File: src/rtl/rgb_sort.sv
// Nearest-palette tile classifier: latches 16 RGB tiles and labels one per
// cycle against a fixed 16-entry palette using Manhattan distance.
module rgb_sort (
  input  logic        i_clk,
  input  logic        i_rst,
  input  logic        i_start,
  input  logic [23:0] i_block0,
  input  logic [23:0] i_block1,
  input  logic [23:0] i_block2,
  input  logic [23:0] i_block3,
  input  logic [23:0] i_block4,
  input  logic [23:0] i_block5,
  input  logic [23:0] i_block6,
  input  logic [23:0] i_block7,
  input  logic [23:0] i_block8,
  input  logic [23:0] i_block9,
  input  logic [23:0] i_block10,
  input  logic [23:0] i_block11,
  input  logic [23:0] i_block12,
  input  logic [23:0] i_block13,
  input  logic [23:0] i_block14,
  input  logic [23:0] i_block15,
  output logic [63:0] o_order,
  output logic        o_done
);

  localparam logic [1:0] S_IDLE = 2'd0;
  localparam logic [1:0] S_RUN  = 2'd1;
  localparam logic [1:0] S_DONE = 2'd2;

  logic [1:0]  state_q, state_d;
  logic [3:0]  k_q, k_d;
  logic [63:0] shadow_q, shadow_d;
  logic [63:0] order_q, order_d;
  logic        done_q, done_d;
  logic        cap;
  logic [23:0] in_blk [16];
  logic [23:0] blk_q  [16];

  assign in_blk[0]  = i_block0;
  assign in_blk[1]  = i_block1;
  assign in_blk[2]  = i_block2;
  assign in_blk[3]  = i_block3;
  assign in_blk[4]  = i_block4;
  assign in_blk[5]  = i_block5;
  assign in_blk[6]  = i_block6;
  assign in_blk[7]  = i_block7;
  assign in_blk[8]  = i_block8;
  assign in_blk[9]  = i_block9;
  assign in_blk[10] = i_block10;
  assign in_blk[11] = i_block11;
  assign in_blk[12] = i_block12;
  assign in_blk[13] = i_block13;
  assign in_blk[14] = i_block14;
  assign in_blk[15] = i_block15;

  function automatic logic [23:0] pal(input logic [3:0] l);
    case (l)
      4'd0:  pal = 24'hFF7FFF;
      4'd1:  pal = 24'hFFFFFF;
      4'd2:  pal = 24'hFFFF00;
      4'd3:  pal = 24'hFF7F00;
      4'd4:  pal = 24'hFF007F;
      4'd5:  pal = 24'hFF0000;
      4'd6:  pal = 24'h7FFF7F;
      4'd7:  pal = 24'h7F7F00;
      4'd8:  pal = 24'h7F00FF;
      4'd9:  pal = 24'h7F0000;
      4'd10: pal = 24'h00FFFF;
      4'd11: pal = 24'h00FF00;
      4'd12: pal = 24'h007FFF;
      4'd13: pal = 24'h007F00;
      4'd14: pal = 24'h0000FF;
      4'd15: pal = 24'h000000;
    endcase
  endfunction

  function automatic logic [9:0] absd(input logic [7:0] a,
                                      input logic [7:0] b);
    absd = (a > b) ? {2'b00, a - b} : {2'b00, b - a};
  endfunction

  logic [23:0] cur_c, tab_c;
  logic [9:0]  dist_c, best_c;
  logic [3:0]  label_c;

  // Strict less-than keeps the lowest label on equal distances.
  always_comb begin
    cur_c   = blk_q[k_q];
    tab_c   = '0;
    dist_c  = '0;
    best_c  = 10'h3FF;
    label_c = '0;
    for (int i = 0; i < 16; i++) begin
      tab_c  = pal(4'(i));
      dist_c = absd(cur_c[23:16], tab_c[23:16])
             + absd(cur_c[15:8],  tab_c[15:8])
             + absd(cur_c[7:0],   tab_c[7:0]);
      if (dist_c < best_c) begin
        best_c  = dist_c;
        label_c = 4'(i);
      end
    end
  end

  assign cap = (state_q == S_IDLE) && i_start;

  always_comb begin
    state_d  = state_q;
    k_d      = k_q;
    shadow_d = shadow_q;
    order_d  = order_q;
    done_d   = 1'b0;
    unique case (state_q)
      S_IDLE: begin
        if (i_start) begin
          k_d     = '0;
          state_d = S_RUN;
        end
      end
      S_RUN: begin
        shadow_d[{~k_q, 2'b00} +: 4] = label_c;
        k_d = k_q + 4'd1;
        if (k_q == 4'd15) state_d = S_DONE;
      end
      S_DONE: begin
        order_d = shadow_q;
        done_d  = 1'b1;
        state_d = S_IDLE;
      end
      default: state_d = S_IDLE;
    endcase
  end

  always_ff @(posedge i_clk or posedge i_rst) begin
    if (i_rst) begin
      state_q  <= S_IDLE;
      k_q      <= '0;
      shadow_q <= '0;
      order_q  <= '0;
      done_q   <= 1'b0;
      for (int i = 0; i < 16; i++) blk_q[i] <= '0;
    end else begin
      state_q  <= state_d;
      k_q      <= k_d;
      shadow_q <= shadow_d;
      order_q  <= order_d;
      done_q   <= done_d;
      if (cap) begin
        for (int i = 0; i < 16; i++) blk_q[i] <= in_blk[i];
      end
    end
  end

  assign o_order = order_q;
  assign o_done  = done_q;

endmodule

File: config.mk
export PLATFORM = sky130hd
export DESIGN_NAME = rgb_sort
export DESIGN_NICKNAME = d
export VERILOG_FILES = /design/src/rtl/rgb_sort.sv
export SDC_FILE = /design/constraint.sdc
export NUM_CORES = 2
export LEC_CHECK = 0
export BUFFER_PORTS_ARGS = -buffer_cell sky130_fd_sc_hd__buf_4
export CAP_MARGIN = 20
export CORE_MARGIN = 2
export CORE_UTILIZATION = 40
export CTS_CLUSTER_DIAMETER = 100
export DETAILED_ROUTE_END_ITERATION = 8
export PLACE_DENSITY_LB_ADDON = 0.3
export SLEW_MARGIN = 10
export SYNTH_ARGS = -nofsm -noshare
export SYNTH_HDL_FRONTEND = slang
export SYNTH_SLANG_ARGS = --single-unit
File: constraint.sdc
create_clock -name i_clk -period 103 [get_ports i_clk]
set_input_delay 15.45 -clock i_clk [delete_from_list [all_inputs] [get_ports i_clk]]
set_output_delay 15.45 -clock i_clk [all_outputs]
set_load 0.1 [all_outputs]
* Word level (Yosys, flattened, before mapping)
Cells that the tools add are included.
** Storage, ports and cells
- Logic and storage cells :: 152
- Output and inout port bits :: 65
- Bits in registers :: 519
- Bits of input ports :: 387
** Operators by class
- Shift-type cells :: 2
- Reductions and logical operators :: 5
- Order comparisons :: 26
- Equal/unequal tests :: 5
- $add $sub $neg :: 42
- Bitwise gates (word level) :: 2
- Mux-type cells :: 49
** Operator list (number)
- $lt A10 B10 Y1 :: 15
- $mux W10 :: 15
- $add A10 B10 Y10 :: 13
- $bmux W24 S4 :: 1
- $mux W8 :: 9
- $bwmux W64 :: 1
- $shift A4 B8 Y64 const A :: 1
- $shiftx A4 B8 Y64 :: 1
- $mux W4 :: 15
- $mux W24 :: 2
- $add A10 B8 Y10 :: 4
- $add A9 B8 Y10 :: 3
- $add A8 B8 Y9 :: 3
- $gt A8 B1 Y1 const B :: 3
- $gt A8 B7 Y1 const B :: 3
- $gt A8 B8 Y1 const B :: 3
- $sub A1 B8 Y8 const A :: 3
- $sub A7 B8 Y8 const A :: 3
- $sub A8 B7 Y8 const B :: 3
- $sub A8 B8 Y8 const A :: 3
- $sub A8 B8 Y8 const B :: 3
- $add A8 B10 Y10 :: 1
- $add A9 B10 Y10 :: 1
- $lt A10 B10 Y1 const B :: 1
- 17 further kinds :: 21

* Logic depth before layout (Yosys ltp)
- Word-level depth :: 42
- Gate-level depth with buffers :: 201
- Mapped depth without buffers :: 187

* Worst setup path after synthesis
OpenSTA, ideal clock, no wires.
- Path type :: register -> register
- From :: reg k_q[0]
- To :: reg shadow_q[14]
- Buffers on the path :: 19
- Data arrival time :: 33.291 ns
- Period minus slack after synthesis :: 33.390 ns
- Library setup time :: 0.099 ns
- Required time :: 102.901 ns
- Cell stages (with the launch flop) :: 185
- Path slack :: 69.610 ns
- Cells stage by stage :: dfrtp_1 clkbuf_1 clkbuf_1 clkbuf_1 buf_1 mux2i_1 a221oi_1 o21ai_0 nand2_1 inv_1 ha_1 inv_1 nor2_1 a21o_1 inv_1 fa_1 inv_1 ha_1 [... 149 more ...] o31ai_4 buf_4 buf_4 a21oi_1 ha_1 a21oi_1 nor2b_1 o21ai_0 nand2b_1 a21oi_1 nor2b_1 o21ai_0 nand2b_1 a221o_1 nor2_1 nor4_2 buf_2 a311oi_1
** Between the ends
- Longest elaborated chain between the ends :: 42
- Elaborated cells on any way between the ends :: 113
- Those cells by class :: add/sub (41); order compare (25); shift (2); mux (43); bitwise (2)
** RTL lines
- start, declared :: RTL line 32 : logic [3:0] k_q, k_d;
- start signal, assigned :: RTL line 145 : k_q <= k_d;
- $not A4 Y5 (implied by the code) :: RTL line 89 : cur_c = blk_q[k_q];
- $bmux W24 S4 :: RTL line 89
- $mux W24 (implied by the code) (2 in a row) :: RTL line 89
- $sub A8 B8 Y8, or another cell as far along :: RTL line 80 : absd = (a > b) ? {2'b00, a - b} : {2'b00, b - a};
- $mux W8 :: RTL line 80
- $add A10 B10 Y10 :: RTL line 97 : + absd(cur_c[15:8], tab_c[15:8])
- $add A10 B10 Y10 :: RTL line 98 : + absd(cur_c[7:0], tab_c[7:0]);
- $lt A10 B10 Y1 :: RTL line 99 : if (dist_c < best_c) begin
- [... 25 more ...]
- $lt A10 B10 Y1 :: RTL line 99
- $mux W10 :: RTL line 99
- $lt A10 B10 Y1 :: RTL line 99
- $mux W10 :: RTL line 99
- $lt A10 B10 Y1 :: RTL line 99
- $mux W4 :: RTL line 99
- $shiftx A4 B8 Y64 :: RTL line 122 : shadow_d[{~k_q, 2'b00} +: 4] = label_c;
- $bwmux W64 * :: RTL line 122
- end signal, assigned :: RTL line 146 : shadow_q <= shadow_d;
- end, declared :: RTL line 33 : logic [63:0] shadow_q, shadow_d;
Mark *: on every way between the ends. The rest lies on a longest branch, timed or not. The select of a mux whose other input is x is not followed.
A chain may end at the register's enable or synchronous reset.

* Worst setup path in the final report
- From :: reg k_q[0]
- To :: reg shadow_q[47]
The elaborated chain is that of the path after synthesis.

==> impl_metrics.tcl <==
set metrics [dict create \
    ys_seq_area_frac 0.364 \
    status "finished, final reports clean" \
    start_util 0.404 \
    die_x_um 303 \
    cts_setup_buffers 0 \
    fin_skew_ns 0.0430 \
    grt_pass1_vias 28400 \
    start_kind "flip-flop" \
    hold_viol 0 \
    vias 28200 \
    rows 109 \
    wl_mm 115 \
    syn_area_mm2 0.0357 \
    grt.total_usage 0.251 \
    drtIter0Drc 2022 \
    rr_startpoint "k_q[0]" \
    drive_above_1_share 0.279 \
    crit_arrival_ns 39.71 \
    dp_hpwl_mm 90.2 \
    grt_overflow 0 \
    cts_buffers 58 \
    synthArstFlopShare 1.00 \
    r2r_slack_ns 63.86 \
    fin_setup_tns_ns 0 \
    muxShareOfSynthArea 0.195 \
    clkTransAtPathRegs_ns 0.06 \
    reg2regPathDepth 165 \
    slew_viol_final 0 \
    synth_top_family_by_area "multiplexers" \
    firstDrtPassIters 5 \
    syn_nets 4211 \
    io_buffers 451 \
    h-tree-depth 2 \
    boundaryPins 452 \
    worst-path-stages 165 \
    ys.flop_type "dfrtp_1" \
    crit_family "compound AO/OA/AOI/OAI gates" \
    drc 0 \
    drv_cap 0 \
    worstSkewPairLatency_ns 0.68 \
    setup.worst_path.end "shadow_q[47]" \
    path_class "flip-flop to flip-flop" \
    tightest_slew_ns 1.10 \
    synth_cells 3482 \
    setup.worst_path.start "k_q[0]" \
    nets 4622 \
    relSlewSlack 0.267 \
    fmax_mhz 25.5 \
    hold_path.class "flip-flop to flip-flop" \
    dieArea_mm2 0.0917 \
    synthAdderAreaFrac 0.128 \
    reg2reg_to "shadow_q[47]" \
    cts_sinks 519 \
    cp_max_fo 44 \
    ys_ff_latch 519 \
    min_period_over_period 0.380 \
    cts_resized 0 \
    ys_types 91 \
    setup_violations 0 \
    avgSynthCellArea_um2 10.3 \
    synthToLayoutAreaGrowth_pct 18.8 \
    avgViaCountPerCell 5.51 \
    wl_per_cell_um 22.6 \
    critPathBufInv 13 \
    layout_min_cycle_time_ns 39.14 \
    synth_xor_area_frac 0.0436 \
    synth_compound_area_frac 0.143 \
    die_h_um 303 \
    root_buffer "clkbuf_16" \
    slowest_stage "dfrtp_4" \
    grt_max_degree 108 \
    hold_start "shadow_q[31]" \
    synth_edf_count 0 \
    cpMostUsedCell "ha_1" \
    synthSimpleGateAreaFrac 0.0858 \
    grt_pass1_wl_mm 174 \
    cp-end-kind "flip-flop" \
    cts_tree "yes" \
    core_mm2 0.0884 \
    worstPathRequired_ns 103.56 \
    antenna_found_initial 19 \
    cpPeakStageDelay_ns 0.96 \
    ant_nets 0 \
    rsz0062_at_grt "false" \
    postCtsHoldBufs 0 \
    clock_path_buffers 3 \
    synth_warnings 0 \
    globalplace.congestion 0.964 \
]
[per-layer routing]
layer | vias to the layer above | part of all wire | GRT usage
li1 | 13300 | - | -
met1 | 13800 | 0.42 | 0.324
met2 | 893 | 0.46 | 0.400
met3 | 167 | 0.082 | 0.0704
met4 | 10 | 0.035 | 0.0925
met5 | - | 0.00065 | 0
[worst reg2reg max path, delay by kind of cell (launching register included)]
kind	cells	cell delay, ns
compound gates	73	17.40
fa+ha+maj	19	5.90
buf+inv	13	3.09
flops	1	0.96
mux	9	3.59
simple gates	51	8.11
[area by class of cell]
cell class	instances	area, um2
diodes	9	22.5
clock buffers	78	1630
clock inverters	32	434
fillers	8208	45900
inverters	236	893
multi-input cells	2593	21400
flip-flops and latches	519	13000
well taps	1165	1460
repair buffers	485	3650
[Yosys cell counts, types with 4 or more instances]
cell type | count | area [um2]
a211oi_1 | 11 | 82.6
a21boi_0 | 4 | 30.0
a21o_1 | 72 | 541
a21oi_1 | 264 | 1320
a221oi_1 | 24 | 210
a22o_1 | 4 | 35.0
a22oi_1 | 24 | 180
a311oi_1 | 19 | 166
a31oi_1 | 44 | 275
and2_1 | 15 | 93.8
and3_1 | 13 | 81.3
buf_1 | 18 | 67.6
buf_2 | 9 | 45.0
buf_4 | 5 | 37.5
clkbuf_1 | 101 | 379
dfrtp_1 | 519 | 13000
fa_1 | 40 | 801
ha_1 | 302 | 3780
inv_1 | 232 | 871
mux2_2 | 421 | 4740
mux2i_1 | 109 | 1090
mux4_2 | 48 | 1080
nand2_1 | 333 | 1250
nand2b_1 | 29 | 181
nand3_1 | 27 | 135
nand4_1 | 13 | 81.3
nor2_1 | 191 | 717
nor2b_1 | 27 | 169
nor3_1 | 20 | 100
nor4_1 | 11 | 68.8
o211ai_1 | 12 | 90.1
o21a_1 | 21 | 158
o21ai_0 | 131 | 656
o21ai_1 | 8 | 40.0
o21bai_1 | 78 | 586
o22ai_1 | 5 | 31.3
o311a_1 | 4 | 40.0
o31ai_1 | 6 | 45.0
or2_2 | 6 | 37.5
or3_1 | 5 | 31.3
xnor2_1 | 142 | 1240
xor2_1 | 36 | 315
[worst min-delay path by stage]
stage / to / slack (ns) / cells past startpoint
floorplan: o_order[20] / 0.43 / 2
global placement: o_order[58] / 0.45 / 2
detailed placement: o_order[25] / 0.46 / 2
CTS: o_order[62] / 0.47 / 2
global route: o_order[58] / 0.49 / 2
finish: o_order[31] / 0.47 / 2
[logic make-up after synthesis]
group	after synthesis
fa+ha+maj	343
buf+inv	370
mux	582
compound gates	785
flops	519
xor+xnor	178
simple gates	705
[layout by cell type, fill, tap and decap left out, types with 72 or more instances in the layout]
cell	count
o21bai_1	78
xnor2_1	142
a21oi_1	264
dfrtp_1	516
ha_1	302
mux2i_1	109
a21o_1	72
o21ai_0	131
mux2_2	421
nand2_1	333
buf_4	484
inv_1	231
nor2_1	191
[registers in the layout, indices dropped and copies added (netlist names)]
name,cells
blk_q,384
o_order,64
shadow_q,64
k_q,4
state_q,2
o_done,1
[stage by stage]
step	area, um2	cells	hold WS, ns	util	worst slack, ns
finish	42400	5117	0.467	0.480	63.86
floorplan	35700	3482	0.433	-	69.61
CTS	42400	5107	0.469	0.480	64.34
global route	42400	5114	0.486	0.480	60.34
detailed placement	40300	4997	0.461	0.456	64.45
global placement	40300	4997	0.449	0.456	65.06
Power is left out: the tool's default activity adds up to more than one toggle a clock period on the data nets, which glitch-free logic cannot reach.
